File: config.mk
export PLATFORM = sky130hd
export DESIGN_NAME = fetch_pair_issuer
export DESIGN_NICKNAME = d
export VERILOG_FILES = /design/src/rtl/fetch_pair_issuer.sv
export SDC_FILE = /design/constraint.sdc
export NUM_CORES = 1
export LEC_CHECK = 0
export BUFFER_PORTS_ARGS = -buffer_cell sky130_fd_sc_hd__buf_2
export CAP_MARGIN = 10
export CORE_MARGIN = 4
export CORE_UTILIZATION = 40
export CTS_CLUSTER_SIZE = 28
export DETAILED_ROUTE_END_ITERATION = 8
export PLACE_DENSITY = 0.67
export SLEW_MARGIN = 20
export SYNTH_ARGS = -nofsm -noshare
export SYNTH_HDL_FRONTEND = slang
export SYNTH_SLANG_ARGS = --single-unit
File: constraint.sdc
create_clock -name clk -period 2.7 [get_ports clk]
set_input_delay 0.135 -clock clk [delete_from_list [all_inputs] [get_ports clk]]
set_output_delay 0.135 -clock clk [all_outputs]
set_load 0.02 [all_outputs]
File: src/rtl/fetch_pair_issuer.sv
// Fetch-side writer for the dual-write instruction FIFO: PC generation, icache handshake, FIFO pushes.
// Optional macro FETCH_ADEL_EN: misaligned PC produces a fetch-exception entry and halts fetch.
module fetch_pair_issuer #(
   parameter logic [31:0] RESET_PC = 32'hBFC0_0000
) (
   input  logic        clk,
   input  logic        rst,
   input  logic        redirect_valid,
   input  logic [31:0] redirect_pc,
   input  logic        fifo_full,
   output logic        inst_req,
   output logic [31:0] inst_addr,
   input  logic        inst_addr_ok,
   input  logic        inst_data_ok,
   input  logic [31:0] inst_rdata1,
   input  logic [31:0] inst_rdata2,
   output logic        fifo_rst,
   output logic        write_en1,
   output logic        write_en2,
   output logic [31:0] write_address1,
   output logic [31:0] write_address2,
   output logic [31:0] write_data1,
   output logic [31:0] write_data2,
   output logic        inst_enF2
);

   typedef enum logic [1:0] {
      S_REQ     = 2'd0,
      S_WAIT    = 2'd1,
`ifdef FETCH_ADEL_EN
      S_DISCARD = 2'd2,
      S_HALT    = 2'd3
`else
      S_DISCARD = 2'd2
`endif
   } state_t;

   state_t      state_q, state_d;
   logic [31:0] pc_q, pc_d;
   logic [31:0] lat_pc_q, lat_pc_d;
   logic        lat_pair_q, lat_pair_d;
   logic        fifo_rst_q, fifo_rst_d;
   logic        we1_q, we1_d;
   logic        we2_q, we2_d;
   logic [31:0] wa1_q, wa1_d;
   logic [31:0] wa2_q, wa2_d;
   logic [31:0] wd1_q, wd1_d;
   logic [31:0] wd2_q, wd2_d;
   logic        enf2_q, enf2_d;
   logic        inst_req_s;
   logic [31:0] req_addr_s;
   logic        pair_s;

`ifdef FETCH_ADEL_EN
   logic        misaligned_s;
   assign misaligned_s = (pc_q[1:0] != 2'b00);
   assign req_addr_s   = pc_q;
`else
   assign req_addr_s   = pc_q & 32'hFFFF_FFFC;
`endif
   assign pair_s = ~req_addr_s[2];

   // Next-state, PC update and registered write-port decode
   always_comb begin
      state_d    = state_q;
      pc_d       = pc_q;
      lat_pc_d   = lat_pc_q;
      lat_pair_d = lat_pair_q;
      fifo_rst_d = 1'b0;
      we1_d      = 1'b0;
      we2_d      = 1'b0;
      wa1_d      = 32'h0000_0000;
      wa2_d      = 32'h0000_0000;
      wd1_d      = 32'h0000_0000;
      wd2_d      = 32'h0000_0000;
      enf2_d     = 1'b0;
      inst_req_s = 1'b0;

      case (state_q)
         S_REQ: begin
`ifdef FETCH_ADEL_EN
            inst_req_s = !fifo_full && !redirect_valid && !misaligned_s;
`else
            inst_req_s = !fifo_full && !redirect_valid;
`endif
            if (redirect_valid) begin
               pc_d       = redirect_pc;
               fifo_rst_d = 1'b1;
               if (inst_addr_ok) begin
                  state_d = S_DISCARD;
               end else begin
                  state_d = S_REQ;
               end
            end
`ifdef FETCH_ADEL_EN
            else if (misaligned_s && !fifo_full) begin
               // Address-error entry: no request, one flagged write, then park
               we1_d   = 1'b1;
               wa1_d   = pc_q;
               enf2_d  = 1'b0;
               state_d = S_HALT;
            end
`endif
            else if (inst_req_s && inst_addr_ok) begin
               lat_pc_d   = req_addr_s;
               lat_pair_d = pair_s;
               pc_d       = req_addr_s + (pair_s ? 32'd8 : 32'd4);
               state_d    = S_WAIT;
            end else begin
               state_d = S_REQ;
            end
         end
         S_WAIT: begin
            if (redirect_valid) begin
               pc_d       = redirect_pc;
               fifo_rst_d = 1'b1;
               if (inst_data_ok) begin
                  state_d = S_REQ;
               end else begin
                  state_d = S_DISCARD;
               end
            end else if (inst_data_ok) begin
               we1_d   = 1'b1;
               we2_d   = lat_pair_q;
               wa1_d   = lat_pc_q;
               wa2_d   = lat_pc_q + 32'd4;
               wd1_d   = inst_rdata1;
               wd2_d   = lat_pair_q ? inst_rdata2 : 32'h0000_0000;
               enf2_d  = 1'b1;
               state_d = S_REQ;
            end else begin
               state_d = S_WAIT;
            end
         end
         S_DISCARD: begin
            if (redirect_valid) begin
               pc_d       = redirect_pc;
               fifo_rst_d = 1'b1;
            end else begin
               pc_d = pc_q;
            end
            // A response arriving with the redirect still retires the stale request
            if (inst_data_ok) begin
               state_d = S_REQ;
            end else begin
               state_d = S_DISCARD;
            end
         end
`ifdef FETCH_ADEL_EN
         S_HALT: begin
            if (redirect_valid) begin
               pc_d       = redirect_pc;
               fifo_rst_d = 1'b1;
               state_d    = S_REQ;
            end else begin
               state_d = S_HALT;
            end
         end
`endif
         default: begin
            state_d = S_REQ;
         end
      endcase
   end

   // State, PC and write-port registers
   always_ff @(posedge clk) begin
      if (rst) begin
         state_q    <= S_REQ;
         pc_q       <= RESET_PC;
         lat_pc_q   <= 32'h0000_0000;
         lat_pair_q <= 1'b0;
         fifo_rst_q <= 1'b0;
         we1_q      <= 1'b0;
         we2_q      <= 1'b0;
         wa1_q      <= 32'h0000_0000;
         wa2_q      <= 32'h0000_0000;
         wd1_q      <= 32'h0000_0000;
         wd2_q      <= 32'h0000_0000;
         enf2_q     <= 1'b0;
      end else begin
         state_q    <= state_d;
         pc_q       <= pc_d;
         lat_pc_q   <= lat_pc_d;
         lat_pair_q <= lat_pair_d;
         fifo_rst_q <= fifo_rst_d;
         we1_q      <= we1_d;
         we2_q      <= we2_d;
         wa1_q      <= wa1_d;
         wa2_q      <= wa2_d;
         wd1_q      <= wd1_d;
         wd2_q      <= wd2_d;
         enf2_q     <= enf2_d;
      end
   end

   assign inst_req       = inst_req_s & ~rst;
   assign inst_addr      = req_addr_s;
   assign fifo_rst       = fifo_rst_q;
   assign write_en1      = we1_q;
   assign write_en2      = we2_q;
   assign write_address1 = wa1_q;
   assign write_address2 = wa2_q;
   assign write_data1    = wd1_q;
   assign write_data2    = wd2_q;
   assign inst_enF2      = enf2_q;

endmodule

Yosys cells after proc, flatten, opt, wreduce, memory -nomap -nowiden
Cells that the tools add are included.
W data, S select, Z words.
- input bits: 102
- logic and storage cells: 54
- bits in registers: 194
- equal/unequal tests: 4
- mux-type cells: 15
- reduce and logical (&&, ||, !) cells: 14
- bitwise logic cells: 8
- add/sub/neg operators: 2
- operators with widths (kind ; count):
    $mux W32 ; 3
    $pmux W32 S2 ; 1
    $add A32 B3 Y32 const B ; 1
    $add A32 B4 Y32 ; 1
    $mux W2 ; 4
    $not A1 Y1 ; 7
    $pmux W2 S3 ; 1
    $reduce_and A3 Y1 ; 2
    $reduce_or A3 Y1 ; 2
    $mux W1 ; 5
    $reduce_or A5 Y1 ; 1
    $mux W4 ; 1
    $reduce_or A2 Y1 ; 2
    $reduce_or A4 Y1 ; 1
    $ne A3 B3 Y1 const B ; 1
    $eq A2 B1 Y1 const B ; 1
    $eq A2 B2 Y1 const B ; 1
    $logic_and A1 B1 Y1 ; 2
    $logic_not A1 Y1 ; 2
    $logic_not A2 Y1 ; 1
    $ne A2 B1 Y1 const B ; 1
    $reduce_bool A2 Y1 ; 1
    $and A1 B1 Y1 ; 1

Logic depth before layout (Yosys ltp)
Gate-level depths: netlist of the first run.
- depth in word-level cells: 6
- gate-level depth with buffers: 9
- depth with buffers taken out: 7

Worst setup path before layout of the first run
No wires, ideal clock.
- path type: flip-flop to flip-flop
- from: register pc_q[2]
- to: register pc_q[31]
- cell stages (with the launch flop): 8
- data required time: 2.567 ns
- period minus slack after synthesis: 2.298 ns
- path slack: 0.402 ns
- arrival: 2.166 ns
- buffers on the path: 0
- cell sequence: dfxtp_1 > inv_1 > ha_1 > a21oi_1 > or4_4 > nor4_4 > mux2i_1 > o21ai_1
- cells in the longest elaborated chain, start to end: 5
- RTL lines (what ; line ; text):
    start: declaration ; 39 ; logic [31:0] pc_q, pc_d;
    start signal: assignment ; 183 ; pc_q <= pc_d;
    $mux W4 ; 107 ; pc_d = req_addr_s + (pair_s ? 32'd8 : 32'd4);
    $add A32 B4 Y32 (*) ; 107 ;
    $mux W32 (*) ; 104 ; else if (inst_req_s && inst_addr_ok) begin
    $mux W32 (*) ; 86 ; if (redirect_valid) begin
    $pmux W32 S2 (*) ; 79 ; case (state_q)
Mark *: on every way between the ends. The rest lies on a longest branch, timed or not. The select of a mux whose other input is x is not followed.
A chain may end at the register's enable or synchronous reset.

Worst setup path after layout of the first run
Ends and elaborated chain as after synthesis.

==> flow_summary.yaml, run 1 <==
cts:
  clkLatencyLatePin_ps: 430
  cts_tree: "built"
  htreeDepth: 4
  cts_made_buffers: 17
  clock_path_buffers: 2
  cts_sinks: 190
  ctsResizeCount: 0
  clkTransAtPathRegs_ps: 80
  clockRootBuffer: "clkbuf_16"
routing:
  drc: 0
  dr.first_iter.drc_count: 384
  num_vias: 6801
  via_per_inst: 5.079
  antenna_left: 0
  wirelength_mm: 22.89
  wire_per_inst_um: 17.09
  firstDrtPassIters: 4
logic_synthesis:
  synth_area_per_cell_um2: 9.087
  yosys-top-cells-area: "dfxtp_1 53%, and2_1 5.7%, nand2_1 5.1%"
  yosysWarnings: 0
  synth_largest_area_cell: "dfxtp_1"
  synth_ff_type: "dfxtp_1"
  synthCells: 791
  syn_area_um2: 7188
  yosys.area.top_type_share_pct: 52.92
  async_reset_ff_share_pct: 0
  synth_edf_count: 0
  yosysMostFrequentCell: "dfxtp_1"
  ys_seq_area_share_pct: 52.92
  ys_ff_latch: 190
  yosys-top-cells-count: "190 x dfxtp_1, 98 x nand2_1, 66 x nor2_1"
  synth_cell_types: 56
timing:
  setup_ws_ps: 375.2
  hold_viol: 0
  max_slew_margin_pct: 31.52
  period_minus_slack_ps: 2325
  worstMarginPinSlew_ps: 1026
  fmax_mhz: 430.1
  maxSlewViolCount: 0
  setup_viol: 0
  holdWs_ps: 25.53
  rsz0062_at_grt: "no"
  fin_setup_tns_ps: 0
  period_share_pct: 86.10
  fin_skew_ps: 10.21
min_path:
  hp-class: "input port to register"
critical_path:
  worstSetupPathType: "register to register"
  crit_path_end_kind: "register"
  crit_fanout: 8
  arrival_ps: 2630
  cp-start-kind: "register"
  critPathRequiredTime_ps: 3000
place:
  port_buffers: 258
  detailedPlace.worstSlack_ps: 380.6
  postPlaceCellArea_um2: 8643
  place_congestion: 0.8763
  hpwl_mm: 15.90
  place_inst: 1234
finish:
  area.growth.synth_to_final_pct: 38.71
  post-route-util_pct: 57.05
  stdcell_area_um2: 9971
  layoutNonFillerInstCount: 1339
  drive_above_1_share_pct: 28.21
  fillers: 1559
  nets: 1209
die:
  rows: 48
  start_util_pct: 41.13
  die_y_um: 142.1
  ios: 267
  die_w_um: 142.1
  core_um2: 17480
  die-area_um2: 20180
global_routing:
  grt_pass1_wl_mm: 35.71
  antenna_found_initial: 0
  grt-ovfl-total: 0
  grt_pass1_vias: 6534
  grt_usage_pct: 22.13
  grt_max_degree: 96
job:
  drv_cap: 0
power:
  leakage_nw: 4.539
  power_density_nw_per_um2: 615.5
  ir_drop_uv: 420.6
  total_power_mw: 6.137
outcome:
  status: "completed"
## sequential cells by signal (all words and copies together), names as in the netlist
register	count
fifo_rst	1
write_data2	32
write_address1	30
pc_q	30
lat_pair_q	1
write_en2	1
state_q	2
write_data1	32
inst_enF2	1
write_address2	30
lat_pc_q	30
## cells by family after synthesis
logic type / after synthesis / synth area share (%)
buffers and inverters: 66 / 3.899
other: 1 / 0.05217
xor gates and xnor gates: 29 / 3.533
DFF: 190 / 52.92
muxes: 4 / 0.5570
AOI/OAI and AO/OA: 114 / 9.957
adders and majority gates: 7 / 1.218
and+or+nand+nor: 380 / 27.87
## metal layers
metal | GRT usage [%] | wire [um]
met5 | 0 | 0
met4 | 9.495 | 790
met3 | 5.444 | 2028
met2 | 35.43 | 10500
met1 | 28.52 | 9567
## where the power goes
group          internal, mW  total, mW  switching [mW]  leakage, nW
logic                 0.271      0.602           0.330         2.71
registers              2.86       2.98           0.120         1.54
clock network          1.36       2.55            1.20        0.296
## cells in the final DEF, fill, tap and decap left out, types with 5 or more instances in the layout
| cell | instances |
|---|---|
| dlygate4sd3_1 | 72 |
| conb_1 | 6 |
| xor2_1 | 13 |
| buf_2 | 258 |
| a211oi_1 | 5 |
| nor2_1 | 66 |
| clkbuf_16 | 17 |
| nand2_1 | 98 |
| o21ai_0 | 13 |
| nand3_1 | 32 |
| a31oi_1 | 7 |
| and2_1 | 65 |
| buf_4 | 10 |
| inv_1 | 8 |
| and3_1 | 42 |
| or3_1 | 8 |
| dfxtp_1 | 190 |
| o31ai_1 | 6 |
| xnor2_1 | 16 |
| nor4_1 | 10 |
| inv_8 | 6 |
| nand4_1 | 21 |
| ha_1 | 7 |
| a21oi_1 | 50 |
| nor3_1 | 14 |
## path summary, 6_finish.rpt
path	from	endpoint	slack [ps]	cells after the start
setup reg to reg	pc_q[2]	pc_q[31]	380	7
hold reg to reg	lat_pc_q[30]	lat_pc_q[30]	480	2
setup / recovery	pc_q[2]	pc_q[31]	380	7
hold / removal	inst_data_ok	state_q[1]	30	3
## critical path, stage by stage, from the launching register on
cell and delay [ps]:
dfxtp_1 470, inv_1 70, ha_1 330, a21oi_1 150, or4_4 590, nor4_4 310
mux2i_1 210, o21ai_1 70
## final cells by class
type	instances	area, um2	area share [%]
flip-flops and latches	190	3804	38.15
multi-input cells	540	3134	31.43
repair buffers	341	2107	21.13
clock buffers	18	439.2	4.405
well taps	225	281.5	2.823
clock inverters	14	165.2	1.656
inverters	10	37.54	0.3765
diodes	1	2.502	0.02510
## what timing repair did
action | CTS | global route
buffers inserted | 0 | 0
hold buffers | 72 | 0
endpoints found under the hold margin | 72 | 0
Note: power is estimated with default switching activity, not from simulation.
==> inputs of run 2 (changes only) <==
--- a/config.mk
+++ b/config.mk
@@ -11,6 +11,7 @@
 export CORE_UTILIZATION = 40
 export CTS_CLUSTER_SIZE = 28
 export DETAILED_ROUTE_END_ITERATION = 8
+export HOLD_SLACK_MARGIN = 0.1
 export PLACE_DENSITY = 0.67
 export SLEW_MARGIN = 20
 export SYNTH_ARGS = -nofsm -noshare
==> flow_summary.yaml, run 2 (synthesis results as in run 1) <==
outcome:
  status: "completed"
timing:
  maxSlewViolCount: 0
  worstMarginPinSlew_ps: 1005
  holdWs_ps: 124.3
  fin_skew_ps: 8.452
  fmax_mhz: 429.5
  setup_viol: 0
  max_slew_margin_pct: 32.93
  hold_viol: 0
  rsz0062_at_grt: "no"
  period_minus_slack_ps: 2328
  period_share_pct: 86.22
  fin_setup_tns_ps: 0
  setup_ws_ps: 371.9
min_path:
  holdPathEnd: "pc_q[29]"
  min_path_cells: 4
  hp-class: "input port to register"
  min_from: "redirect_pc[29]"
global_routing:
  grt_max_degree: 96
  grt-ovfl-total: 0
  grt_usage_pct: 22.31
  grt_pass1_wl_mm: 36.02
  grt_pass1_vias: 6595
  antenna_found_initial: 0
cts:
  cts_setup_buffers: 0
  htreeDepth: 4
  clock_path_buffers: 2
  cts_made_buffers: 17
  clockRootBuffer: "clkbuf_16"
  cts_sinks: 190
  clkLatencyLatePin_ps: 430
  cts_tree: "built"
  clkTransAtPathRegs_ps: 70
critical_path:
  slowest_stage: "or4_4"
  cp_top_family: "simple AND/OR/NAND/NOR gates"
  crit_path_max_incr_delay_ps: 590
  crit_path_cell_trace: "inv_1, ha_1, a21oi_1, or4_4, nor4_4, mux2i_1, o21ai_1"
  cp-start-kind: "register"
  crit_path_end_kind: "register"
  r2r_start: "pc_q[2]"
  crit_fanout: 8
  worstSetupPathType: "register to register"
  path_buf_inv: 1
  r2r_end: "pc_q[31]"
  critPathRequiredTime_ps: 3000
  arrival_ps: 2630
  r2r.worst_path.cells: 7
  ff2ff_setup_slack_ps: 370
die:
  die_w_um: 142.1
  core_um2: 17480
  rows: 48
  ios: 267
  die_y_um: 142.1
  die-area_um2: 20180
  start_util_pct: 41.13
finish:
  fillers: 1535
  area.growth.synth_to_final_pct: 40.94
  layout_commonest_cell: "buf_2"
  stdcell_area_um2: 10130
  seq_area_um2: 3804
  most-common-layout-cells: "258 x buf_2, 190 x dfxtp_1, 98 x nand2_1"
  nets: 1225
  multiInputGateArea_um2: 3134
  drive_above_1_share_pct: 27.81
place:
  postPlaceCellArea_um2: 8643
  hpwl_mm: 15.90
  detailedPlace.worstSlack_ps: 380.6
  place_congestion: 0.8763
  port_buffers: 258
routing:
  drc: 0
  num_vias: 6911
  wire_per_inst_um: 17.02
  antenna_left: 0
  wirelength_mm: 23.06
  firstDrtPassIters: 5
  dr.first_iter.drc_count: 388
  via_per_inst: 5.100
power:
  leakage_nw: 4.606
  total_power_mw: 6.158
  ir_drop_uv: 421.7
  power_density_nw_per_um2: 607.8
job:
  drv_cap: 0
==> run 2: worst register-to-register path, stage by stage (launching register included) <==
cell and delay (ps):
dfxtp_1 470, inv_1 80, ha_1 330, a21oi_1 150, or4_4 590, nor4_4 300
mux2i_1 210, o21ai_1 70
==> run 2: worst max path at each step <==
stage,from,to,slack [ps],cells after the start
after global placement,pc_q[2],pc_q[31],410,7
after global routing,pc_q[2],pc_q[31],220,7
after detailed placement,pc_q[2],pc_q[31],380,7
after CTS,pc_q[2],pc_q[31],370,7
after floorplan,pc_q[2],pc_q[31],400,7
final,pc_q[2],pc_q[31],370,7
==> run 2: power by group <==
part           internal (mW)  switching (mW)
logic                  0.286           0.335
registers               2.86           0.120
clock network           1.36            1.20
==> run 2: per-stage QoR <==
step | util, % | cells
6_report | 57.97 | 1355
5_1_grt | 57.95 | 1354
4_1_cts | 57.95 | 1354
3_5_place_dp | 49.46 | 1234
3_3_place_gp | 49.46 | 1234
2_1_floorplan | - | 796
==> run 2: repair_timing <==
item,CTS,global route
hold buffers,88,0
hold endpoints to repair,89,0
gates resized for setup,0,0
==> run 2: layout make-up <==
cell class	count	area share (%)
repair buffers	357	22.38
inverters	10	0.3705
multi-input cells	540	30.94
clock buffers	18	4.335
diodes	1	0.02470
well taps	225	2.779
clock inverters	14	1.630
flip-flops and latches	190	37.54
==> run 2: per-layer routing <==
layer	vias up	track usage [%]	routed length [um]
li1	3377	-	-
met1	3175	28.48	9588
met2	312	36.05	10660
met3	47	5.544	2030
met4	0	9.495	779
met5	-	0	0
